==> config.mk <==
export PLATFORM = sky130hd
export DESIGN_NAME = shift_reg_n
export DESIGN_NICKNAME = d
export VERILOG_FILES = /design/src/rtl/shift_pkg.sv /design/src/rtl/shift_unit.sv /design/src/rtl/shift_reg_n.sv
export SDC_FILE = /design/constraint.sdc
export NUM_CORES = 1
export LEC_CHECK = 0
export CORE_AREA = 2 2 56 58
export CTS_CLUSTER_DIAMETER = 30
export DETAILED_ROUTE_END_ITERATION = 8
export DIE_AREA = 0 0 58 60
export MAX_ROUTING_LAYER = met4
export PLACE_DENSITY = 0.7
export SYNTH_ARGS = -nofsm -noshare
export SYNTH_HDL_FRONTEND = slang
export SYNTH_SLANG_ARGS = --single-unit
==> constraint.sdc <==
create_clock -name Clk -period 1.7 [get_ports Clk]
set_clock_uncertainty 0.2 [all_clocks]
set_input_delay 0.255 -clock Clk [delete_from_list [all_inputs] [get_ports Clk]]
set_output_delay 0.255 -clock Clk [all_outputs]
set_load 0.03 [all_outputs]
==> src/rtl/shift_pkg.sv <==
// ============================================================================
// Module      : shift_pkg
// Description : Shared shift-mode and FSM-state encodings for shift_reg_n.
// Revision    : 1.0 - initial release
// ============================================================================
`default_nettype none

package shift_pkg;

  typedef enum logic [2:0] {
    SHR = 3'd0,
    SHL = 3'd1,
    ASR = 3'd2,
    ROR = 3'd3,
    ROL = 3'd4
  } shift_mode_t;

  typedef enum logic [1:0] {
    IDLE  = 2'd0,
    SHIFT = 2'd1,
    DONE  = 2'd2
  } shift_state_t;

endpackage

`default_nettype wire

==> src/rtl/shift_unit.sv <==
// ============================================================================
// Module      : shift_unit
// Description : Combinational next-value and Shift_Out for one shift step.
//               Rotate modes are built only when SHIFT_REG_N_ROTATE_EN is set.
// Revision    : 1.0 - initial release
// ============================================================================
`default_nettype none

module shift_unit
  import shift_pkg::*;
#(
  parameter int WIDTH = 8
) (
  input  logic [2:0]       mode,
  input  logic [WIDTH-1:0] data_in,
  input  logic             shift_in,
  output logic [WIDTH-1:0] data_next,
  output logic             shift_out
);

  always_comb begin
    data_next = data_in;
    shift_out = 1'b0;
    case (mode)
      SHR: begin
        data_next = {shift_in, data_in[WIDTH-1:1]};
        shift_out = data_in[0];
      end
      SHL: begin
        data_next = {data_in[WIDTH-2:0], shift_in};
        shift_out = data_in[WIDTH-1];
      end
      ASR: begin
        data_next = {data_in[WIDTH-1], data_in[WIDTH-1:1]};
        shift_out = data_in[0];
      end
`ifdef SHIFT_REG_N_ROTATE_EN
      ROR: begin
        data_next = {data_in[0], data_in[WIDTH-1:1]};
        shift_out = data_in[0];
      end
      ROL: begin
        data_next = {data_in[WIDTH-2:0], data_in[WIDTH-1]};
        shift_out = data_in[WIDTH-1];
      end
`endif
      // Unused encodings (and rotates when not built) hold the value.
      default: ;
    endcase
  end

endmodule

`default_nettype wire

==> src/rtl/shift_reg_n.sv <==
// ============================================================================
// Module      : shift_reg_n
// Description : Multi-mode shift register with clear, load, single-step and
//               self-timed burst shifting. Option macro: SHIFT_REG_N_ROTATE_EN.
// Revision    : 1.0 - initial release
// ============================================================================
`default_nettype none

module shift_reg_n
  import shift_pkg::*;
#(
  parameter int WIDTH = 8,
  parameter int CW    = $clog2(WIDTH + 1)
) (
  input  logic             Clk,
  input  logic             Reset_n,
  input  logic             Clear,
  input  logic             Load,
  input  logic [WIDTH-1:0] D,
  input  logic [2:0]       Mode,
  input  logic             Shift_In,
  input  logic             Shift_En,
  input  logic             Start,
  input  logic [CW-1:0]    Count,
  output logic [WIDTH-1:0] Data_Out,
  output logic             Shift_Out,
  output logic             Busy,
  output logic             Done
);

  shift_state_t     r_state, w_state_nxt;
  logic [WIDTH-1:0] r_data,  w_data_nxt;
  logic [CW-1:0]    r_rem,   w_rem_nxt;
  logic [2:0]       r_mode,  w_mode_nxt;
  logic [2:0]       w_mode;
  logic [WIDTH-1:0] w_shifted;
  logic             w_shift_out;

  // A running burst follows its latched mode; otherwise the live input.
  assign w_mode = (r_state == SHIFT) ? r_mode : Mode;

  shift_unit #(
    .WIDTH (WIDTH)
  ) u_shift_unit (
    .mode      (w_mode),
    .data_in   (r_data),
    .shift_in  (Shift_In),
    .data_next (w_shifted),
    .shift_out (w_shift_out)
  );

  always_comb begin
    w_state_nxt = r_state;
    w_data_nxt  = r_data;
    w_rem_nxt   = r_rem;
    w_mode_nxt  = r_mode;
    if (Clear) begin
      w_data_nxt  = '0;
      w_state_nxt = IDLE;
    end else if (r_state == SHIFT) begin
      w_data_nxt = w_shifted;
      w_rem_nxt  = r_rem - CW'(1);
      if (r_rem == CW'(1)) begin
        w_state_nxt = DONE;
      end
    end else begin
      // IDLE and DONE behave alike; DONE always falls back after one cycle.
      w_state_nxt = IDLE;
      if (Load) begin
        w_data_nxt = D;
      end else if (Start) begin
        w_mode_nxt  = Mode;
        w_rem_nxt   = Count;
        w_state_nxt = (Count != '0) ? SHIFT : DONE;
      end else if (Shift_En) begin
        w_data_nxt = w_shifted;
      end
    end
  end

  always_ff @(posedge Clk or negedge Reset_n) begin
    if (!Reset_n) begin
      r_state <= IDLE;
      r_data  <= '0;
      r_rem   <= '0;
      r_mode  <= '0;
    end else begin
      r_state <= w_state_nxt;
      r_data  <= w_data_nxt;
      r_rem   <= w_rem_nxt;
      r_mode  <= w_mode_nxt;
    end
  end

  assign Data_Out  = r_data;
  assign Shift_Out = w_shift_out;
  assign Busy      = (r_state == SHIFT);
  assign Done      = (r_state == DONE);

endmodule

`default_nettype wire

==> run summary <==
status -> complete, but fails checks
failing checks -> setup timing
Global Route Usage Sum -> 22.6%
first-pass GRT wire length -> 5930 microns
Slew @ Worst Pin -> 0.354 ns
Antenna Cells -> 0
initial antenna violation count -> 0
complex-gate fraction of the synthesized area -> 24.2%
# hold bufs at CTS -> 0
GP Congestion -> 0.813
Crit path arrival time -> 1.72 ns
GR Overflow Total -> 0
Residual DRC -> 0
Pleak -> 0.898 nW
via/cell ratio -> 5.71
NetSw -> 0.557 mW
Die W -> 58 microns
Async SR Flop Fraction -> 100%
hpwl dp -> 2670 microns
die area -> 3480 sq um
P&R area growth vs syn -> 66.9%
# nets final -> 234
Die Height -> 60 microns
worst skew pair latency -> 0.30 ns
Simple-Gate Fraction of Synth Area -> 24.6%
Pwr Density -> 731 nW/um^2
share of layout cells above drive strength 1 -> 34.9%
Gate power share -> 45.9%
Critical Path Start Type -> register
CTS Buf Count -> 3
flops & latches, synth -> 17
xor and xnor fraction of the mapped netlist area -> 0%
Peak VDD IR -> 560 uV
max-slew violations -> 0
Final Cycle Share -> 128%
CTS tree -> done
adder-cell share of the synthesized area -> 2.10%
mapped cell area -> 1190 sq um
Initial DRT Pass Iterations -> 4
Crit path required time -> 1.24 ns
Initial Util -> 41.1%
# setup viols final -> 12
worst setup margin -> -0.472 ns
PortBufs -> 32
vias after detailed routing -> 1382
drt wl/cell -> 16.1 microns
largest net degree at the start of global routing -> 18
Max Cap Viol -> 0
sequential group share of total power -> 37.4%
endpoints failing hold -> 0
CP Capture Type -> primary output
relative slew slack -> 76.2%
Placement Setup Slack -> -0.441 ns
Cell variety after synth -> 35
RSZ-0062 raised after global routing -> true
mux share of post-synthesis cell area -> 6.29%
Tot Pwr -> 1.46 mW
register area share after synthesis -> 35.6%
core area -> 2900 sq um
row count -> 20
Clk network pwr share -> 16.6%
Sw Share -> 38.3%
Max Root-Sink Buffers -> 2
CP max FO -> 2
post-route minimum period -> 2.17 ns
Clock Tree Root -> clkbuf_4
Post-synth EDFFs -> 0
Power Internal -> 0.899 mW
Setup CP Type -> register to primary output
Mapped Avg Cell Area -> 8.41 sq um
prevailing post-synth register cell -> dfrtp_1
Achievable Freq -> 460 MHz
main combinational cell family by area after synthesis -> simple AND/OR/NAND/NOR gates
Detailed Route Iter0 Violations -> 33
Ys Warns -> 0
Mapped Nets -> 166
Clock transition at path regs -> 0.12 ns
routed wire length -> 3890 microns
I/O pin count -> 33
Mapped Cells -> 142
vias in the first global route -> 1402
Clock Sinks -> 17
Antenna Nets Post-Route -> 0
class of the worst hold path -> input port to async pin
deepest level of the CTS H-tree -> 1
## per-layer routing
metal | track usage, % | share of wire, % | up-vias
met4 | 11.3 | 3.0 | 0
met3 | 3.25 | 5.3 | 12
met2 | 39.8 | 49 | 54
li1 | - | - | 666
met1 | 25.0 | 42 | 650
met5 | - | 0 | -
## through the flow
stage          hold slack, ns  utilization, %  instances  setup TNS, ns  area, sq um
2_1_floorplan          -0.241               -        142          -1.16         1230
3_3_place_gp            0.329            61.9        232          -5.17         1800
3_5_place_dp            0.336            61.9        232          -5.79         1800
4_1_cts                0.0866            65.3        239          -2.06         1900
5_1_grt                0.0866            68.6        242          -3.01         1990
6_report               0.0737            68.6        242          -2.42         1990
## layout by cell type, fill, tap and decap left out, types with 3 or more instances in the layout
cell type	count
dfrtp_1	17
a21oi_1	14
buf_4	32
nand3_1	13
nor2_1	7
o21ai_0	6
clkbuf_4	3
dlygate4sd2_1	10
inv_1	10
clkdlybuf4s50_1	19
buf_6	7
and3_4	3
o21ai_1	6
nand2b_1	4
nand2_1	5
a32oi_1	5
## worst max-delay path: stages, from the launching register on
cell,delay (ns)
dfrtp_1,0.44
buf_6,0.12
or4b_4,0.47
o31ai_4,0.09
a22o_4,0.18
buf_6,0.12
## synth_stat cells, types with 2 or more instances
master     n  area, sq um
nor4_1     2         12.5
inv_1     10         37.5
nor2b_1    3         18.8
o211ai_1   2         15.0
a21oi_1   18         90.1
dfrtp_1   17          425
nand2_1    6         22.5
clkbuf_1   5         18.8
nor2_1     8         30.0
o21ai_0    7         35.0
ha_1       2         25.0
mux2i_1    3         30.0
nor3_1     4         20.0
a32oi_1    6         52.6
buf_6      2         22.5
and3_1     5         31.3
nand3_1   13         65.1
nand2b_1   5         31.3
o21ai_1    5         25.0
mux2_2     4         45.0
## final timing paths
check | slack (ns) | startpoint | depth (start not counted) | to
min in group Clk | 0.36 | Mode[0] | 2 | r_mode[0]$_DFFE_PN0P_
max in group asynchronous | 1.02 | Reset_n | 2 | r_state[1]$_DFFE_PN0P_
worst max-delay path | -0.47 | r_state[0]$_DFFE_PN0P_ | 5 | Shift_Out
worst max register to register | -0.29 | r_state[0]$_DFFE_PN0P_ | 8 | Data_Out[1]$_DFFE_PN0P_
worst min-delay path | 0.07 | Reset_n | 2 | Data_Out[1]$_DFFE_PN0P_
worst min register to register | 0.39 | r_mode[1]$_DFFE_PN0P_ | 1 | r_mode[1]$_DFFE_PN0P_
## flip-flops by register name, summed over array words and instances (netlist names)
signal and count:
r_state 2, r_rem 4, Data_Out 8, r_mode 3
## power by group through the flow
stage / logic [mW] / registers, mW / clock network [mW]
final: 0.669 / 0.545 / 0.242
after floorplan: 0.263 / 0.594 / 0
after CTS: 0.619 / 0.541 / 0.238
after global placement: 0.580 / 0.543 / 0
after global routing: 0.716 / 0.556 / 0.264
after detailed placement: 0.599 / 0.547 / 0
## cells by family after synthesis
group,count (synthesis)
AO/OA/AOI/OAI,46
buffers and inverters,18
AND/OR/NAND/NOR,52
flip-flops,17
adder cells (fa/ha/maj),2
multiplexers,7
## what timing repair did
action / CTS / global route
setup endpoints to repair: 26 / 17
resized for setup: 27 / 21
hold endpoints to repair: 0 / 0
pin swaps: 3 / 4
buffers inserted: 3 / 6
## layout make-up
| cell class | instances | area (sq um) |
|---|---|---|
| multi-input combinational | 107 | 821 |
| clock buffer | 4 | 26.3 |
| inverter | 11 | 46.3 |
| timing repair buffer | 70 | 632 |
| fill | 248 | 911 |
| tap | 33 | 41.3 |
| sequential | 17 | 425 |
Note: power is estimated with default switching activity, not from simulation.
